### src/rtl/hack_cpu_if.sv
// Bus between the Hack core and its instruction ROM / data RAM.
// The master side is the CPU, the slave side is the memory system.
interface hack_cpu_if;
  logic [15:0] inM;
  logic [15:0] instruction;
  logic [15:0] outM;
  logic        writeM;
  logic [15:0] addressM;
  logic [15:0] pc;

  modport master (
    input  inM,
    input  instruction,
    output outM,
    output writeM,
    output addressM,
    output pc
  );

  modport slave (
    output inM,
    output instruction,
    input  outM,
    input  writeM,
    input  addressM,
    input  pc
  );
endinterface

### src/rtl/hack_cpu.sv
// Single-cycle Hack CPU core holding A, D and PC; ROM and RAM are external.
// Define HACK_CPU_STRICT_DECODE_EN to treat C-instructions with bits 14:13 != 11 as NOPs.
module hack_cpu (
  input  logic       clk,
  input  logic       reset,
  hack_cpu_if.master bus
);

`ifdef HACK_CPU_STRICT_DECODE_EN
  localparam bit StrictDecode = 1'b1;
`else
  localparam bit StrictDecode = 1'b0;
`endif

  logic [15:0] a_reg;
  logic [15:0] d_reg;
  logic [14:0] pc_reg;

  logic        is_c;
  logic        exec_c;
  logic        sel_m;
  logic        zx, nx, zy, ny, f, no;
  logic        dest_a, dest_d, dest_m;
  logic        j_lt, j_eq, j_gt;

  logic [15:0] x0, x1, y0, y1, r0, result;
  logic        zr, ng;
  logic        taken;

  always_comb begin
    is_c   = bus.instruction[15];
    exec_c = is_c && (!StrictDecode || (bus.instruction[14:13] == 2'b11));
    sel_m  = bus.instruction[12];
    zx     = bus.instruction[11];
    nx     = bus.instruction[10];
    zy     = bus.instruction[9];
    ny     = bus.instruction[8];
    f      = bus.instruction[7];
    no     = bus.instruction[6];
    dest_a = bus.instruction[5];
    dest_d = bus.instruction[4];
    dest_m = bus.instruction[3];
    j_lt   = bus.instruction[2];
    j_eq   = bus.instruction[1];
    j_gt   = bus.instruction[0];
  end

  always_comb begin
    x0     = zx ? '0 : d_reg;
    x1     = nx ? ~x0 : x0;
    y0     = zy ? '0 : (sel_m ? bus.inM : a_reg);
    y1     = ny ? ~y0 : y0;
    r0     = f ? (x1 + y1) : (x1 & y1);
    result = no ? ~r0 : r0;
    zr     = (result == '0);
    ng     = result[15];
    taken  = exec_c && ((j_lt && ng) || (j_eq && zr) || (j_gt && !ng && !zr));
  end

  assign bus.outM     = result;
  assign bus.writeM   = exec_c && dest_m && !reset;
  assign bus.addressM = {1'b0, a_reg[14:0]};
  assign bus.pc       = {1'b0, pc_reg};

  // Jump target is the pre-update A, so A is read here before its own write lands.
  always_ff @(posedge clk) begin
    if (reset) begin
      a_reg  <= '0;
      d_reg  <= '0;
      pc_reg <= '0;
    end else begin
      if (!is_c) begin
        a_reg <= {1'b0, bus.instruction[14:0]};
      end else if (exec_c) begin
        if (dest_a) a_reg <= result;
        if (dest_d) d_reg <= result;
      end
      pc_reg <= taken ? a_reg[14:0] : pc_reg + 15'd1;
    end
  end

endmodule

### src/flat_wrapper.sv
// flat-port wrapper written by rule: the top's interface ports become plain ports
module hack_cpu_flat 
  (clk, reset, bus_inM, bus_instruction, bus_outM, bus_writeM, bus_addressM, bus_pc);
  hack_cpu_if bus_i ();
  input  logic clk;
  input  logic reset;
  input wire logic [$bits(bus_i.inM)-1:0] bus_inM;
  input wire logic [$bits(bus_i.instruction)-1:0] bus_instruction;
  output wire logic [$bits(bus_i.outM)-1:0] bus_outM;
  output wire logic [$bits(bus_i.writeM)-1:0] bus_writeM;
  output wire logic [$bits(bus_i.addressM)-1:0] bus_addressM;
  output wire logic [$bits(bus_i.pc)-1:0] bus_pc;
  assign bus_i.inM = bus_inM;
  assign bus_i.instruction = bus_instruction;
  assign bus_outM = bus_i.outM;
  assign bus_writeM = bus_i.writeM;
  assign bus_addressM = bus_i.addressM;
  assign bus_pc = bus_i.pc;
  hack_cpu u_core (.clk(clk), .reset(reset), .bus(bus_i));
endmodule
### config.mk
export PLATFORM = sky130hd
export DESIGN_NAME = hack_cpu_flat
export DESIGN_NICKNAME = d
export VERILOG_FILES = /design/src/rtl/hack_cpu_if.sv /design/src/rtl/hack_cpu.sv /design/src/flat_wrapper.sv
export SDC_FILE = /design/constraint.sdc
export NUM_CORES = 1
export LEC_CHECK = 0
export ABC_AREA = 1
export ABC_CLOCK_PERIOD_IN_PS = 4560
export CORE_ASPECT_RATIO = 1.75
export CORE_UTILIZATION = 45
export CTS_BUF_LIST = sky130_fd_sc_hd__clkbuf_4
export CTS_CLUSTER_SIZE = 14
export DETAILED_ROUTE_END_ITERATION = 6
export GPL_ROUTABILITY_DRIVEN = 0
export PLACE_DENSITY = 0.7
export SYNTH_ARGS = -nofsm -noshare
export SYNTH_HDL_FRONTEND = slang
export SYNTH_SLANG_ARGS = --single-unit
### constraint.sdc
create_clock -name clk -period 4.56 [get_ports clk]
set_input_delay 0.912 -clock clk [delete_from_list [all_inputs] [get_ports clk]]
set_output_delay 0.912 -clock clk [all_outputs]
set_load 0.03 [all_outputs]
==> impl_metrics.csv <==
group,metric,value,unit
sta,final-hold-violation-count,0,
yosys,synth.cells.most_frequent,"sky130_fd_sc_hd__nand2_1 (223), sky130_fd_sc_hd__inv_1 (105), sky130_fd_sc_hd__nand3_1 (81), sky130_fd_sc_hd__nor2_1 (51), sky130_fd_sc_hd__dfxtp_1 (47)",
yosys,synth.area.top_cells,"sky130_fd_sc_hd__dfxtp_1 (20%), sky130_fd_sc_hd__nand2_1 (18%), sky130_fd_sc_hd__nand3_1 (8.8%)",
floorplanning,die_h,136,microns
yosys,synth_ff_type,"sky130_fd_sc_hd__dfxtp_1",
clock_tree,cts_made_buffers,5,
worst_hold_path,min-delay-path-class,"register to register",
grt,grt_pass1_vias,5006,
pwr,ir_drop,0.175,mV
sta,layout_min_cycle_time,4.44,ns
floorplanning,die_w,78.7,microns
routing,first_iter_violations,242,
floorplanning,rows,48,
final_layout,post_route_core_utilization,0.610,
critical_path,worst_ep_required_time,3.65,ns
yosys,netlist_instances,768,
sta,fin_worst_skew,0.0108,ns
routing,drtPass1Iterations,5,
sta,drv_slew,0,
clock_tree,cts.path.max_buffers,2,
pwr,power.share.combinational,0.598,
grt,grt_overflow,0,
clock_tree,clock_latency,0.39,ns
yosys,syn-mean-instance-area,6.03,sq um
yosys,synth_seq_area_share,0.203,
yosys,netlist.area_leader.share,0.203,
routing,drt_drc_violations_left,0,
grt,overall_global_routing_resource_usage,0.277,
critical_path,cp_data_arrival_time,3.53,ns
routing,antenna_violating_nets_post_route,0,
pwr,clock_power_share,0.144,
sta,fin_tns_setup,0,ns
pwr,p_switching,0.840,mW
floorplanning,die_area,10700,sq um
floorplanning,core_region_area,9910,sq um
pwr,post-layout-total-power,1.86,mW
grt,grt_start_max_net_pins,36,
run,max-cap-violations,0,
critical_path,worstSetupEndpointType,"output port",
routing,vias,5198,
critical_path,critPathBufInv,5,
yosys,post_synth_instance_area,4630,sq um
sta,pin_slew_with_the_least_headroom_to_its_limit,1.02,ns
pwr,internal-power,1.02,mW
floorplanning,start_util,0.467,
final_layout,layout-drive-gt1-share,0.192,
sta,layout_worst_path_cycle_share,0.975,
routing,postRouteWirelength,14800,microns
routing,wl_per_cell,14.9,microns
routing,post_drt_via_cell_ratio,5.25,
clock_tree,htree_levels,2,
critical_path,cpMaxStageDelayCell,"sky130_fd_sc_hd__clkdlybuf4s50_1",
yosys,async_flop_share,0,
critical_path,timing.critical_path.fanout_max,4,
sta,fin_worst_hold_slack,0.517,ns
yosys,yosysWarnings,0,
critical_path,slowest_delay,0.63,ns
clock_tree,cts_num_sinks,47,
clock_tree,clock_tree.root_cell,"sky130_fd_sc_hd__clkbuf_4",
sta,max_clock_freq,0.225,GHz
final_layout,finalNetCount,916,
yosys,netlist.top_cell.by_area,"sky130_fd_sc_hd__dfxtp_1",
placement,hpwlAfterDp,11300,microns
yosys,synth-seq-cells,47,
yosys,synth_cell_types,36,
final_layout,synthToLayoutAreaGrowth,30.5,%
critical_path,worstSetupPathType,"input port to output port",
run_status,run_status,"finished clean",
sta,setup_slack,0.115,ns
pwr,seqPwrFrac,0.258,
clock_tree,clk_pin_slew,0.14,ns
critical_path,path_cells,"clkdlybuf4s50_1 -> buf_4 -> xor2_1 -> inv_1 -> ha_1 -> nand2_1 -> nand2_2 -> a21oi_2 -> buf_4 -> nand3_1 -> nand3_1 -> nand3_1 -> nand2_1 -> buf_4",
critical_path,crit_path_start_kind,"input port",
yosys,number_of_enable_flip_flop_cells_after_synthesis,0,
clock_tree,cts.hold.buffers_added,0,
pwr,leakagePower,2.96,nW
floorplanning,pin_count,83,
sta,finalSetupViolations,0,
sta,maxSlewHeadroom,0.315,
grt,grt_pass1_wl,23300,microns
pwr,power-per-cell-area,309,nW/um^2
placement,worst_setup_slack_before_clock_tree_synthesis,-0.0660,ns
placement,portBuffers,80,
pwr,netSwitchingFraction,0.450,
yosys,post-synth-top-count-cell,"sky130_fd_sc_hd__nand2_1",
grt,antenna_found_initial,1,
clock_tree,tritoncts,"done",
critical_path,cp_delay_by_family_top,"buffers and inverters",
==> through the flow <==
step                      cell area, sq um  std cells
after detailed placement              5690        973
after global routing                  6040        991
final                                 6040        991
after floorplan                       4630        769
after CTS                             5790        981
after global placement                5690        973
==> worst min-delay path, cell delays in order, from the launching register on <==
cell and delay (ns):
sky130_fd_sc_hd__dfxtp_1 0.35, sky130_fd_sc_hd__nand2_1 0.07, sky130_fd_sc_hd__a31oi_1 0.07
==> cell type report <==
class                           count  area, sq um
Antenna cell                        1         2.50
Clock buffer                        5         37.5
Clock inverter                      3         43.8
Fill cell                         930         3870
Inverter                          112          420
Multi-Input combinational cell    560         3130
Sequential cell                    47          941
Tap cell                          125          156
Timing Repair Buffer              138         1310
==> power groups by stage <==
stage	Combinational, mW	Sequential, mW	Clock [mW]
2_1_floorplan	0.633	0.513	0
3_3_place_gp	0.996	0.487	0
3_5_place_dp	1.01	0.488	0
4_1_cts	1.02	0.480	0.274
5_1_grt	1.21	0.485	0.293
6_report	1.11	0.480	0.269
==> cells in the final DEF, fill, tap and decap left out, drive strengths merged, types with 23 or more instances in the layout <==
master / netlist / routed
clkdlybuf4s50: 0 / 64
inv: 109 / 109
xor2: 43 / 43
nor2: 55 / 55
a21oi: 40 / 40
buf: 35 / 72
nand2: 235 / 235
o21ai: 23 / 23
dfxtp: 47 / 47
nand3: 92 / 92
==> logic make-up after synthesis <==
family	synth area share
and+or+nand+nor	0.388
buffers and inverters	0.159
AOI/OAI and AO/OA	0.108
xor gates and xnor gates	0.0908
DFF	0.203
adders and majority gates	0.0503
other	0.000810
==> routing by layer <==
| metal | track usage | part of all wire | wire [microns] |
|---|---|---|---|
| met1 | 0.295 | 0.39 | 5750 |
| met2 | 0.512 | 0.52 | 7660 |
| met3 | 0.0302 | 0.043 | 634 |
| met4 | 0.165 | 0.049 | 723 |
| met5 | 0 | 0 | 0 |
==> final timing paths <==
kind         cells past startpoint                 from                 to  slack (ns)
max reg2reg                     22      u_core.a_reg[0]  u_core.pc_reg[10]        1.09
max                             14  bus_instruction[10]        bus_outM[7]        0.12
min reg2reg                      2     u_core.a_reg[14]   u_core.a_reg[14]        0.52
min                              2     u_core.a_reg[14]   u_core.a_reg[14]        0.52
==> timing repair <==
| action | in CTS | in global routing |
|---|---|---|
| setup endpoints to repair | 7 | 13 |
| resized for setup | 7 | 63 |
| endpoints found under the hold margin | 0 | 0 |
| pin swaps | 2 | 29 |
| setup buffers | 0 | 9 |
(Power assumes the default switching activity.)
